--- src/rtl/axi_lite_reg_pkg.sv ---
// Shared constants, FSM state types and the byte-strobe merge helper for the
// AXI4-Lite DMA configuration register block.
package axi_lite_reg_pkg;

  localparam logic [1:0] RESP_OKAY   = 2'b00;
  localparam logic [1:0] RESP_DECERR = 2'b11;

  localparam logic [31:0] CTRL_OFS   = 32'h0;
  localparam logic [31:0] SRC_OFS    = 32'h4;
  localparam logic [31:0] DST_OFS    = 32'h8;
  localparam logic [31:0] LEN_OFS    = 32'hC;
  localparam logic [31:0] STATUS_OFS = 32'h10;

  localparam int CTRL_START  = 0;
  localparam int CTRL_IRQ_EN = 1;
  localparam int STAT_BUSY   = 0;
  localparam int STAT_DONE   = 1;

  // Widest register the merge helper handles; callers cast in and out.
  localparam int MAX_W    = 64;
  localparam int MAX_STRB = MAX_W / 8;

  typedef enum logic [1:0] {W_IDLE, W_DATA, W_RESP} w_state_t;
  typedef enum logic       {R_IDLE, R_DATA}         r_state_t;

  function automatic logic [MAX_W-1:0] strb_merge(input logic [MAX_W-1:0]    old,
                                                  input logic [MAX_W-1:0]    data,
                                                  input logic [MAX_STRB-1:0] strb);
    logic [MAX_W-1:0] res;
    res = old;
    for (int i = 0; i < MAX_STRB; i++) begin
      if (strb[i]) res[8*i +: 8] = data[8*i +: 8];
    end
    return res;
  endfunction

endpackage

--- src/rtl/axi_lite_reg_interface.sv ---
// AXI4-Lite slave holding the DMA configuration registers (control, source,
// destination, length) plus read-only status fed from the DMA core.
module axi_lite_reg_interface
  import axi_lite_reg_pkg::*;
#(
  parameter int REG_WIDTH       = 32,
  parameter int WRITE_REG_COUNT = 4,
  parameter int READ_REG_COUNT  = 1
) (
  input  logic                   ACLK,
  input  logic                   ARESET,
  input  logic [31:0]            AWADDR,
  input  logic                   AWVALID,
  output logic                   AWREADY,
  input  logic [REG_WIDTH-1:0]   WDATA,
  input  logic [REG_WIDTH/8-1:0] WSTRB,
  input  logic                   WVALID,
  output logic                   WREADY,
  output logic                   BVALID,
  input  logic                   BREADY,
  output logic [1:0]             BRESP,
  input  logic [31:0]            ARADDR,
  input  logic                   ARVALID,
  output logic                   ARREADY,
  output logic [REG_WIDTH-1:0]   RDATA,
  output logic                   RVALID,
  input  logic                   RREADY,
  output logic [1:0]             RRESP,
  output logic                   start,
  output logic                   irq_enable,
  input  logic                   busy,
  input  logic                   done,
  output logic [REG_WIDTH-1:0]   src_addr,
  output logic [REG_WIDTH-1:0]   dst_addr,
  output logic [REG_WIDTH-1:0]   length
);

  localparam int STRB_W   = REG_WIDTH / 8;
  localparam int ADDR_LSB = $clog2(STRB_W);
  localparam int IDX_W    = 32 - ADDR_LSB;
  localparam int WSEL_W   = (WRITE_REG_COUNT > 1) ? $clog2(WRITE_REG_COUNT) : 1;

  localparam logic [IDX_W-1:0]  WR_CNT   = IDX_W'(WRITE_REG_COUNT);
  localparam logic [IDX_W-1:0]  ALL_CNT  = IDX_W'(WRITE_REG_COUNT + READ_REG_COUNT);
  localparam logic [IDX_W-1:0]  CTRL_IDX = IDX_W'(CTRL_OFS >> ADDR_LSB);
  localparam logic [WSEL_W-1:0] CTRL_SEL = WSEL_W'(CTRL_OFS >> ADDR_LSB);
  localparam logic [WSEL_W-1:0] SRC_SEL  = WSEL_W'(SRC_OFS >> ADDR_LSB);
  localparam logic [WSEL_W-1:0] DST_SEL  = WSEL_W'(DST_OFS >> ADDR_LSB);
  localparam logic [WSEL_W-1:0] LEN_SEL  = WSEL_W'(LEN_OFS >> ADDR_LSB);

  w_state_t w_state, w_next;
  r_state_t r_state, r_next;

  logic [REG_WIDTH-1:0] regs [WRITE_REG_COUNT];
  logic [IDX_W-1:0]     aw_idx;
  logic [IDX_W-1:0]     ar_idx;
  logic                 aw_hs, w_hs, ar_hs;
  logic [REG_WIDTH-1:0] rd_data;
  logic [1:0]           rd_resp;
  logic                 unused_addr_bits;

  assign ar_idx = ARADDR[31:ADDR_LSB];
  assign aw_hs  = AWVALID && AWREADY;
  assign w_hs   = WVALID && WREADY;
  assign ar_hs  = ARVALID && ARREADY;

  // Byte-offset bits below the register stride carry no information.
  assign unused_addr_bits = ^{AWADDR[ADDR_LSB-1:0], ARADDR[ADDR_LSB-1:0]};

  assign irq_enable = regs[CTRL_SEL][CTRL_IRQ_EN];
  assign src_addr   = regs[SRC_SEL];
  assign dst_addr   = regs[DST_SEL];
  assign length     = regs[LEN_SEL];

  always_ff @(posedge ACLK) begin
    if (ARESET) begin
      w_state <= W_IDLE;
      r_state <= R_IDLE;
    end else begin
      w_state <= w_next;
      r_state <= r_next;
    end
  end

  // Ready/valid are forced low during reset so no handshake can complete.
  always_comb begin
    w_next  = w_state;
    AWREADY = 1'b0;
    WREADY  = 1'b0;
    BVALID  = 1'b0;
    case (w_state)
      W_IDLE: begin
        AWREADY = !ARESET;
        if (AWVALID) w_next = W_DATA;
      end
      W_DATA: begin
        WREADY = !ARESET;
        if (WVALID) w_next = W_RESP;
      end
      W_RESP: begin
        BVALID = !ARESET;
        if (BREADY) w_next = W_IDLE;
      end
      default: w_next = W_IDLE;
    endcase
  end

  always_comb begin
    r_next  = r_state;
    ARREADY = 1'b0;
    RVALID  = 1'b0;
    case (r_state)
      R_IDLE: begin
        ARREADY = !ARESET;
        if (ARVALID) r_next = R_DATA;
      end
      R_DATA: begin
        RVALID = !ARESET;
        if (RREADY) r_next = R_IDLE;
      end
      default: r_next = R_IDLE;
    endcase
  end

  always_comb begin
    rd_data = '0;
    rd_resp = RESP_DECERR;
    if (ar_idx < WR_CNT) begin
      rd_resp = RESP_OKAY;
      for (int i = 0; i < WRITE_REG_COUNT; i++) begin
        if (ar_idx == IDX_W'(i)) rd_data = regs[WSEL_W'(i)];
      end
    end else if (ar_idx < ALL_CNT) begin
      rd_resp = RESP_OKAY;
      if (ar_idx == WR_CNT) begin
        rd_data[STAT_BUSY] = busy;
        rd_data[STAT_DONE] = done;
      end
    end
  end

  // Start is a write-1-to-pulse bit: it never stores, it only fires for a cycle.
  always_ff @(posedge ACLK) begin
    if (ARESET) begin
      for (int i = 0; i < WRITE_REG_COUNT; i++) regs[WSEL_W'(i)] <= '0;
      aw_idx <= '0;
      start  <= 1'b0;
      BRESP  <= RESP_OKAY;
      RDATA  <= '0;
      RRESP  <= RESP_OKAY;
    end else begin
      start <= 1'b0;
      if (aw_hs) aw_idx <= AWADDR[31:ADDR_LSB];
      if (w_hs) begin
        BRESP <= (aw_idx < WR_CNT) ? RESP_OKAY : RESP_DECERR;
        for (int i = 0; i < WRITE_REG_COUNT; i++) begin
          if (aw_idx == IDX_W'(i))
            regs[WSEL_W'(i)] <= REG_WIDTH'(strb_merge(MAX_W'(regs[WSEL_W'(i)]),
                                                      MAX_W'(WDATA), MAX_STRB'(WSTRB)));
        end
        if (aw_idx == CTRL_IDX) begin
          regs[CTRL_SEL][CTRL_START] <= 1'b0;
          start <= WSTRB[0] && WDATA[CTRL_START];
        end
      end
      if (ar_hs) begin
        RDATA <= rd_data;
        RRESP <= rd_resp;
      end
    end
  end

endmodule

--- config.mk ---
export PLATFORM = sky130hd
export DESIGN_NAME = axi_lite_reg_interface
export DESIGN_NICKNAME = d
export VERILOG_FILES = /design/src/rtl/axi_lite_reg_pkg.sv /design/src/rtl/axi_lite_reg_interface.sv
export SDC_FILE = /design/constraint.sdc
export NUM_CORES = 1
export LEC_CHECK = 0
export ABC_AREA = 1
export CAP_MARGIN = 20
export CORE_MARGIN = 2
export CORE_UTILIZATION = 48
export CTS_CLUSTER_DIAMETER = 30
export CTS_CLUSTER_SIZE = 10
export DETAILED_ROUTE_END_ITERATION = 12
export PLACE_DENSITY = 0.78
export REMOVE_ABC_BUFFERS = 1
export SYNTH_ARGS = -nofsm -noshare
export SYNTH_HDL_FRONTEND = slang
export SYNTH_SLANG_ARGS = --single-unit
--- constraint.sdc ---
create_clock -name ACLK -period 2.7 [get_ports ACLK]
set_input_delay 0.54 -clock ACLK [delete_from_list [all_inputs] [get_ports ACLK]]
set_output_delay 0.54 -clock ACLK [all_outputs]
set_load 0.02 [all_outputs]
Yosys cells after proc, flatten, opt, wreduce, memory -nomap -nowiden
Memories as Yosys holds them, arrays and structs flattened.
Index checks and enable logic that the tools add are counted.
{ "word_totals": {"word_cells": 151, "inputBits": 109, "n_memories": 1, "ram_bits": 128, "output_inout_bits": 139, "ff_bits": 70} }
{ "op_classes": {"muxes": 110, "n_eq_ne": 12, "order_cmp": 3, "bitwise_logic": 8, "reduce_logical": 10} }
{ "mem_list": {"columns": ["memory", "depth", "word_bits", "rd", "rd_clocked_by_memory_dff", "wr", "line", "source"], "rows": [
  ["regs", 4, 32, 4, 0, 4, "axi_lite_reg_interface.sv:54", "logic [REG_WIDTH-1:0] regs [WRITE_REG_COUNT];"]
]} }
{ "ops": {"columns": ["cell", "n"], "rows": [
  ["2-to-1 mux 8 bit", 64],
  ["2-to-1 mux 32 bit", 8],
  ["== test 30 x 2 -> 1 bit (second input constant)", 4],
  ["less-than comparator 30 x 3 -> 1 bit (second input constant)", 3],
  ["== test 30 x 1 -> 1 bit (second input constant)", 2],
  ["logical NOT 30 bit", 2],
  ["== test 30 x 3 -> 1 bit (second input constant)", 1],
  ["2-to-1 mux 30 bit", 1],
  ["2-to-1 mux 1 bit", 26],
  ["2-to-1 mux 2 bit", 9],
  ["inequality test 2 bit (second input constant)", 3],
  ["one-hot mux 2 bit (3 select lines)", 1],
  ["bitwise OR 1 bit", 5],
  ["logical AND 1 bit", 4],
  ["inverter 1 bit", 3],
  ["AND reduction 3 bit", 1],
  ["OR reduction 3 bit", 1],
  ["== test 2 x 1 -> 1 bit (second input constant)", 1],
  ["== test 2 bit (second input constant)", 1],
  ["logical NOT 2 bit", 1],
  ["one-hot mux 1 bit (2 select lines)", 1],
  ["logical NOT 1 bit", 1]
]} }

Logic depth before layout (Yosys ltp)
Gate-level depths: netlist of the first run.
{ "depth": {"ltp_word": 8, "ltp_mapped": 11, "depth_no_buf": 10} }

Least setup slack after synthesis of the first run
OpenSTA, ideal clock, no wires.
{ "synth_timing": {"kind": "input to register", "from": "input ARESET", "to": "memory regs[1][0], enable pin", "n_path_buf": 0, "t_arrival_ps": 2087, "required_ps": 2316, "path_stages": 7, "setup_time_ps": 384, "slack_ps": 229, "cell_sequence": "nor3_4 -> nand2_2 -> nor2_4 -> nand2_4 -> nor2_4 -> nand2_4 -> o21ai_0"} }
{ "synth_rtl": {"columns": ["element", "line", "source"], "rows": [
  ["from (decl)", "axi_lite_reg_interface.sv:11", "input logic ARESET,"],
  ["to (decl)", "axi_lite_reg_interface.sv:54", null]
]} }

Worst setup path in the final report of the first run
{ "layout_timing": {"from": "register w_state[1]", "to": "output AWREADY"} }
{ "layout_via": {"elab_chain_len": 2} }
{ "layout_rtl": {"columns": ["element", "line", "source"], "rows": [
  ["from (decl)", "axi_lite_reg_interface.sv:51", "w_state_t w_state, w_next;"],
  ["from (signal assigned)", "axi_lite_reg_interface.sv:80", "w_state <= w_next;"],
  ["logical NOT 2 bit", "axi_lite_reg_interface.sv:91", "case (w_state)"],
  ["2-to-1 mux 1 bit", "axi_lite_reg_interface.sv:91", null],
  ["to (decl)", "axi_lite_reg_interface.sv:14", "output logic AWREADY,"]
]} }
No other way between the ends.

==> results of run 1 <==
-- per-stage QoR --
stage                     total power, W   util  hold slack (ps)  setup WS [ps]  cells
after global routing             0.00646  0.682              468            318   1447
after CTS                        0.00628  0.682              453            326   1447
after global placement           0.00402  0.652              439            192   1415
final                            0.00625  0.682              453            368   1447
after floorplan                  0.00364      -              431           -265    905
after detailed placement         0.00404  0.652              443            154   1415
-- placed cells by master, fill, tap and decap left out, types with 2 or more instances in the layout --
cell / count
nor2_1: 218
buf_12: 4
o21ai_0: 39
inv_6: 2
nor2_2: 4
nand4_1: 7
nand2_1: 166
buf_4: 38
nand3_1: 78
dfxtp_1: 68
nor2_4: 5
nand2_2: 3
a21oi_1: 61
nor3_1: 4
inv_4: 2
nand2_4: 5
inv_1: 76
edfxtp_1: 127
o21ai_1: 31
inv_2: 4
clkbuf_16: 17
clkinv_4: 2
clkinv_2: 5
clkdlybuf4s50_1: 242
-- flip-flops by register name, summed over array words and instances, names as in the netlist --
register,flops
regs,127
RDATA,32
aw_idx,30
w_state,2
BRESP,1
RRESP,1
r_state,1
start,1
-- worst paths after layout --
path / from / to / cells after the start / slack [ps]
setup / recovery: w_state[1] / AWREADY / 2 / 370
hold / removal: aw_idx[26] / aw_idx[26] / 2 / 450
setup reg to reg: aw_idx[8] / regs[3][27] / 10 / 610
hold reg to reg: aw_idx[26] / aw_idx[26] / 2 / 450
-- worst reg2reg max path: stages, from the launching register on --
cell and delay, ps:
dfxtp_1 310, nor2_1 100, nand3_1 70, nor2_1 120
nand3_1 150, nor2_4 150, nand2_4 90, nor2_4 150
nand2_4 170, o21ai_0 270, buf_4 210
-- metal layers --
layer	vias up	wire [um]	global-route usage
met5	-	0	0
met2	361	11600	0.438
met3	46	2410	0.0725
li1	3642	-	-
met1	3448	9210	0.305
met4	0	523	0.0918
-- logic make-up after synthesis --
| family | share of synthesized area |
|---|---|
| AO/OA/AOI/OAI | 0.0802 |
| flip-flops | 0.602 |
| buffers and inverters | 0.0718 |
| AND/OR/NAND/NOR | 0.246 |
-- synthesized netlist by cell type --
master	count	area share
a21oi_1	61	0.036
a22oi_1	1	0.00087
buf_1	1	0.00044
buf_2	22	0.013
buf_4	5	0.0044
buf_6	9	0.012
clkbuf_1	17	0.0074
dfxtp_1	68	0.16
edfxtp_1	127	0.44
inv_1	76	0.033
inv_2	4	0.0017
nand2_1	167	0.073
nand2_2	2	0.0015
nand2_4	5	0.0066
nand3_1	78	0.045
nand3_2	1	0.0012
nand4_1	7	0.0051
nor2_1	219	0.096
nor2_2	3	0.0022
nor2_4	5	0.0066
nor2_8	1	0.0023
nor3_1	4	0.0023
nor3_2	1	0.0012
nor3_4	1	0.0019
nor3b_1	1	0.00087
o211a_1	1	0.0012
o21ai_0	39	0.023
o21ai_1	31	0.018
o31ai_1	1	0.00087
o41ai_1	1	0.0010
-- area by class of cell --
type | instances | area share
well taps | 225 | 0.0237
multi-input cells | 630 | 0.236
clock buffers | 19 | 0.0373
flip-flops and latches | 195 | 0.436
inverters | 80 | 0.0253
clock inverters | 13 | 0.00706
repair buffers | 285 | 0.235
-- where the power goes --
| group | switching, W | total (W) | internal [W] |
|---|---|---|---|
| Clock | 0.00108 | 0.00228 | 0.00120 |
| Sequential | 0.0000548 | 0.00333 | 0.00327 |
| Combinational | 0.000333 | 0.000641 | 0.000308 |
==> results by group, run 1 <==
Worst setup path
  – CP top delay family: buffers and inverters
  – CP Capture Type: output pin
  – Crit path arrival time: between 1500 and 2000 ps
  – CP Buf/Inv Count: 1
  – CP cell instances: nor3_1, clkdlybuf4s50_1
  – Worst-path maximum fanout: 3
  – Slowest stage delay, CP: just under 700 ps
  – CP Launch Type: flip-flop
  – Worst path required time: between 2000 and 2500 ps
  – Crit-path slowest cell: clkdlybuf4s50_1
  – Worst Setup Path Type: flip-flop to output pin

Routing
  – Routed vias: 7,497
  – # DRC: 0
  – WL final: between 20 and 25 mm
  – Post-DR wirelength/cell: between 15 and 20 um
  – Initial drt markers: around 540
  – Router iterations before antenna repair: 7
  – Vias/cell: ~5.2
  – Routed Antenna Nets: 0

Place
  – DPL Wire Length: around 17 mm
  – Number of port buffers: between 200 and 250
  – Post-DP Area: between 0.01 and 0.015 mm^2
  – GP Congestion: ~0.83

Final layout
  – Register area: 0.00517 mm^2
  – Net count, final: 1,318
  – Syn-to-layout area delta: 38.3%
  – Multi-input logic area: 0.00281 mm^2
  – Design area: ~0.012 mm^2
  – Diode count: 0
  – Ratio of cells with drive above 1 in the final layout: 0.0802
  – Fill cell count: 1,390

CTS
  – Cts repair resizes: 0
  – Clock sinks: 195
  – H-tree levels: 4
  – CTS tree: yes
  – Post-CTS setup buffer count: 0
  – Clock tree buffer depth: 2
  – Clk_lat worst skew: approximately 430 ps
  – Clk root buf: clkbuf_16
  – Register clock-pin slew on the reported worst setup and hold paths: 70 ps
  – CTS Buf Count: 17
  – Cts hold-fix bufs: 0

STA
  – Crit path time final: 2330 ps
  – Post-route clock period utilization: 0.864
  – Setup TNS: 0 ps
  – Fin. Hold Viols: 0
  – Slew headroom: 0.640
  – Slew Limit Fails: 0
  – Final setup viols: 0
  – Unrepaired setup endpoints after global routing: no
  – Clock Skew: between 8 and 9 ps
  – Max Fclk: 0.429 GHz
  – Worst Max-Slew Pin Slew: around 540 ps

Pwr
  – LEAKAGE: 4.99 nW
  – VDD IR max: roughly 0.46 mV
  – PwrDens: 526 mW/mm^2

GRT
  – GRT overflow: 0
  – GRT Overall Usage: 0.254
  – Number of global-route vias before repair: 7,062
  – Largest net degree at the start of global routing: 61
  – Antenna violations before repair: 0
  – First-pass GRT wire length: approximately 36 mm

Floorplanning
  – Core ar.: 0.0174 mm^2
  – Boundary Pins: about 250
  – Die width: between 100 and 150 um
  – # rows: 48
  – Die area: 0.0190 mm^2
  – Die Span Y: ~140 um
  – Initial core utilization: 0.493

Synthesis
  – YS warnings: 0
  – Flops & latches, synth: slightly below 200
  – Register area share after synthesis: 0.602
  – Synth cell types: 30
  – Post-Syn Instances: approximately 960
  – Mapped Avg Cell Area: 8.96 um^2
  – Mapped cell area: around 0.0086 mm^2

Outcome
  – Status: finished, final reports clean

Flow run
  – Maximum Capacitance Violations: 0

Hold path
  – Hold Path Class: flip-flop to flip-flop
No activity file was read; power rests on OpenSTA's default activity.
==> run 2: changes to the inputs <==
--- a/config.mk
+++ b/config.mk
@@ -12,7 +12,7 @@
 export CTS_CLUSTER_DIAMETER = 30
 export CTS_CLUSTER_SIZE = 10
 export DETAILED_ROUTE_END_ITERATION = 12
-export PLACE_DENSITY = 0.78
+export PLACE_DENSITY = 0.81
 export REMOVE_ABC_BUFFERS = 1
 export SYNTH_ARGS = -nofsm -noshare
 export SYNTH_HDL_FRONTEND = slang
==> run 2 against run 1 <==
Final cell count is 0.28% lower. Setup slack worse by 9.6 ps. Fmax is 0.41% lower. Wire length is 2.6% higher. First-iteration DRC count is 15% higher. Critical path type unchanged. Non-clock buffer count is 4 lower. Largest cell class unchanged. Clock power is 13% higher. Combinational power is 0.8% lower. Total power is 4.5% higher. Critical path depth stayed put. Highest routed layer unchanged. Flip-flop and latch count stayed put.
==> results by group, run 2 (synthesis gave the netlist of run 1 again) <==
Final layout
  – Fill cell count: 1,346 (-3.2%)
  – Commonest non-fill, non-tap cell in the layout: clkdlybuf4s50_1
  – Diode count: 0 (unchanged)
  – Multi-input logic area: 0.00283 mm^2 (+0.71%)
  – Ratio of cells with drive above 1 in the final layout: 0.0788 (-0.00138)
  – Largest reg by FF count: regs
  – Commonest non-fill, non-tap cells in the layout: 242 x clkdlybuf4s50_1, 218 x nor2_1, 166 x nand2_1
  – Max reg flops: 127 (unchanged)
  – Register area: 0.00517 mm^2 (unchanged)
  – Core Util, Final: 0.686 (+0.00345)
  – Biggest regs: regs: 127 flops, RDATA: 32 flops, aw_idx: 30 flops
  – Syn-to-layout area delta: 39.0%
  – Net count, final: 1,314 (-0.30%)

Routing
  – Vias/cell: 5.22 (+0.72%)
  – # DRC: 0 (unchanged)
  – Post-DR wirelength/cell: 16.9 um (+2.9%)
  – Router iterations before antenna repair: 5 (-2)
  – Routed Antenna Nets: 0 (unchanged)
  – Routed vias: 7,530 (+0.44%)
  – WL final: 24.4 mm (+2.6%)
  – Initial drt markers: 618 (+15%)

Worst setup path
  – Worst Setup Path Type: flip-flop to output pin
  – CP Launch Type: flip-flop
  – Worst R2R Path Depth: 10 (unchanged)
  – CP Capture Type: output pin
  – Worst-path maximum fanout: 3 (unchanged)
  – Worst path required time: 2160 ps (about the same)
  – Crit path arrival time: 1800 ps (about the same)

STA
  – Slew Limit Fails: 0 (unchanged)
  – Max Fclk: 0.427 GHz (-0.41%)
  – Clock Skew: 8.08 ps (-0.0310 ps)
  – Fin. Hold Viols: 0 (unchanged)
  – Worst Max-Slew Pin Slew: 571 ps (+32.1 ps)
  – Slew headroom: 0.619 (-0.0214)
  – Crit path time final: 2340 ps (+9.62 ps)
  – Final setup viols: 0 (unchanged)
  – Post-route clock period utilization: 0.867 (+0.00356)
  – Worst setup margin: 358 ps (-9.62 ps)
  – Unrepaired setup endpoints after global routing: no

Floorplanning
  – Die Span Y: 138 um (unchanged)
  – Die area: 0.0190 mm^2 (unchanged)
  – # rows: 48 (unchanged)
  – Die width: 138 um (unchanged)
  – Initial core utilization: 0.493 (unchanged)
  – Boundary Pins: 248 (unchanged)
  – Core ar.: 0.0174 mm^2 (unchanged)

CTS
  – Cts hold-fix bufs: 0 (unchanged)
  – Register clock-pin slew on the reported worst setup and hold paths: 70 ps (about the same)
  – Post-CTS setup buffer count: 0 (unchanged)
  – CTS Buf Count: 17 (unchanged)
  – H-tree levels: 4 (unchanged)
  – Clk_lat worst skew: 430 ps (about the same)
  – Clk root buf: clkbuf_16
  – Cts repair resizes: 0 (unchanged)
  – Clock sinks: 195 (unchanged)
  – Clock tree buffer depth: 2 (unchanged)
  – CTS tree: yes

GRT
  – First-pass GRT wire length: 36.0 mm (+0.12%)
  – Antenna violations before repair: 0 (unchanged)
  – GRT overflow: 0 (unchanged)
  – Largest net degree at the start of global routing: 55 (-9.8%)
  – Number of global-route vias before repair: 7,002 (-0.85%)
  – GRT Overall Usage: 0.256 (+0.00206)

Pwr
  – PwrDens: 547 mW/mm^2 (+4.0%)
  – LEAKAGE: 5.01 nW (+0.36%)
  – VDD IR max: 0.441 mV (-3.5%)

Place
  – DP Worst Slack: 278 ps (+124 ps)
  – DPL Wire Length: 16.8 mm (+0.19%)
  – GP Congestion: 0.850 (+2.0%)
  – Number of port buffers: 243 (unchanged)

Hold path
  – WHS Path Cells: 2 (unchanged)
  – Hold Path Class: flip-flop to flip-flop

Flow run
  – Maximum Capacitance Violations: 0 (unchanged)

Outcome
  – Status: finished, final reports clean
[run 2: cell count changes in the layout (fill, tap and decap cells not counted), sizes merged]
cell and change:
buf -4, bufinv +2, clkinv -5, inv +3
[run 2: worst paths after layout]
check | startpoint | end | slack (ps)
max | w_state[1] | AWREADY | 360
min | aw_idx[19] | aw_idx[19] | 450
max reg2reg | aw_idx[8] | regs[2][31] | 650
min reg2reg | aw_idx[19] | aw_idx[19] | 450
[run 2: routing by layer]
metal	GRT usage	up-vias	part of all wire
li1	-	3641	-
met5	0	-	0
met4	0.0935	0	0.016
met1	0.307	3469	0.39
met2	0.442	386	0.50
met3	0.0717	34	0.10
[run 2: final cells by class]
class | count | share of cell area
flip-flops and latches | 195 | 0.433
multi-input cells | 630 | 0.237
repair buffers | 281 | 0.231
clock buffers | 19 | 0.0380
inverters | 80 | 0.0251
well taps | 225 | 0.0236
clock inverters | 13 | 0.0119
[run 2: critical path, cell delays in order (launching register included)]
cell	delay, ps
dfxtp_1	350
nor3_1	340
clkdlybuf4s50_1	680
[run 2: power breakdown]
part           total (W)  internal (W)  switching (W)
Combinational   0.000636      0.000304       0.000331
Sequential       0.00333       0.00327      0.0000559
Clock            0.00257       0.00144        0.00114
Total            0.00654       0.00501        0.00152
[run 2: stage by stage]
step | hold WS (ps) | total power [W] | TNS [ps] | area, um^2 | std cells
after detailed placement | 445 | 0.00403 | 0 | 11300 | 1411
after global routing | 479 | 0.00672 | 0 | 11900 | 1443
after CTS | 454 | 0.00655 | 0 | 11900 | 1443
after floorplan | 431 | 0.00364 | -7930 | 8280 | 905
final | 452 | 0.00654 | 0 | 11900 | 1443
after global placement | 437 | 0.00402 | 0 | 11300 | 1411
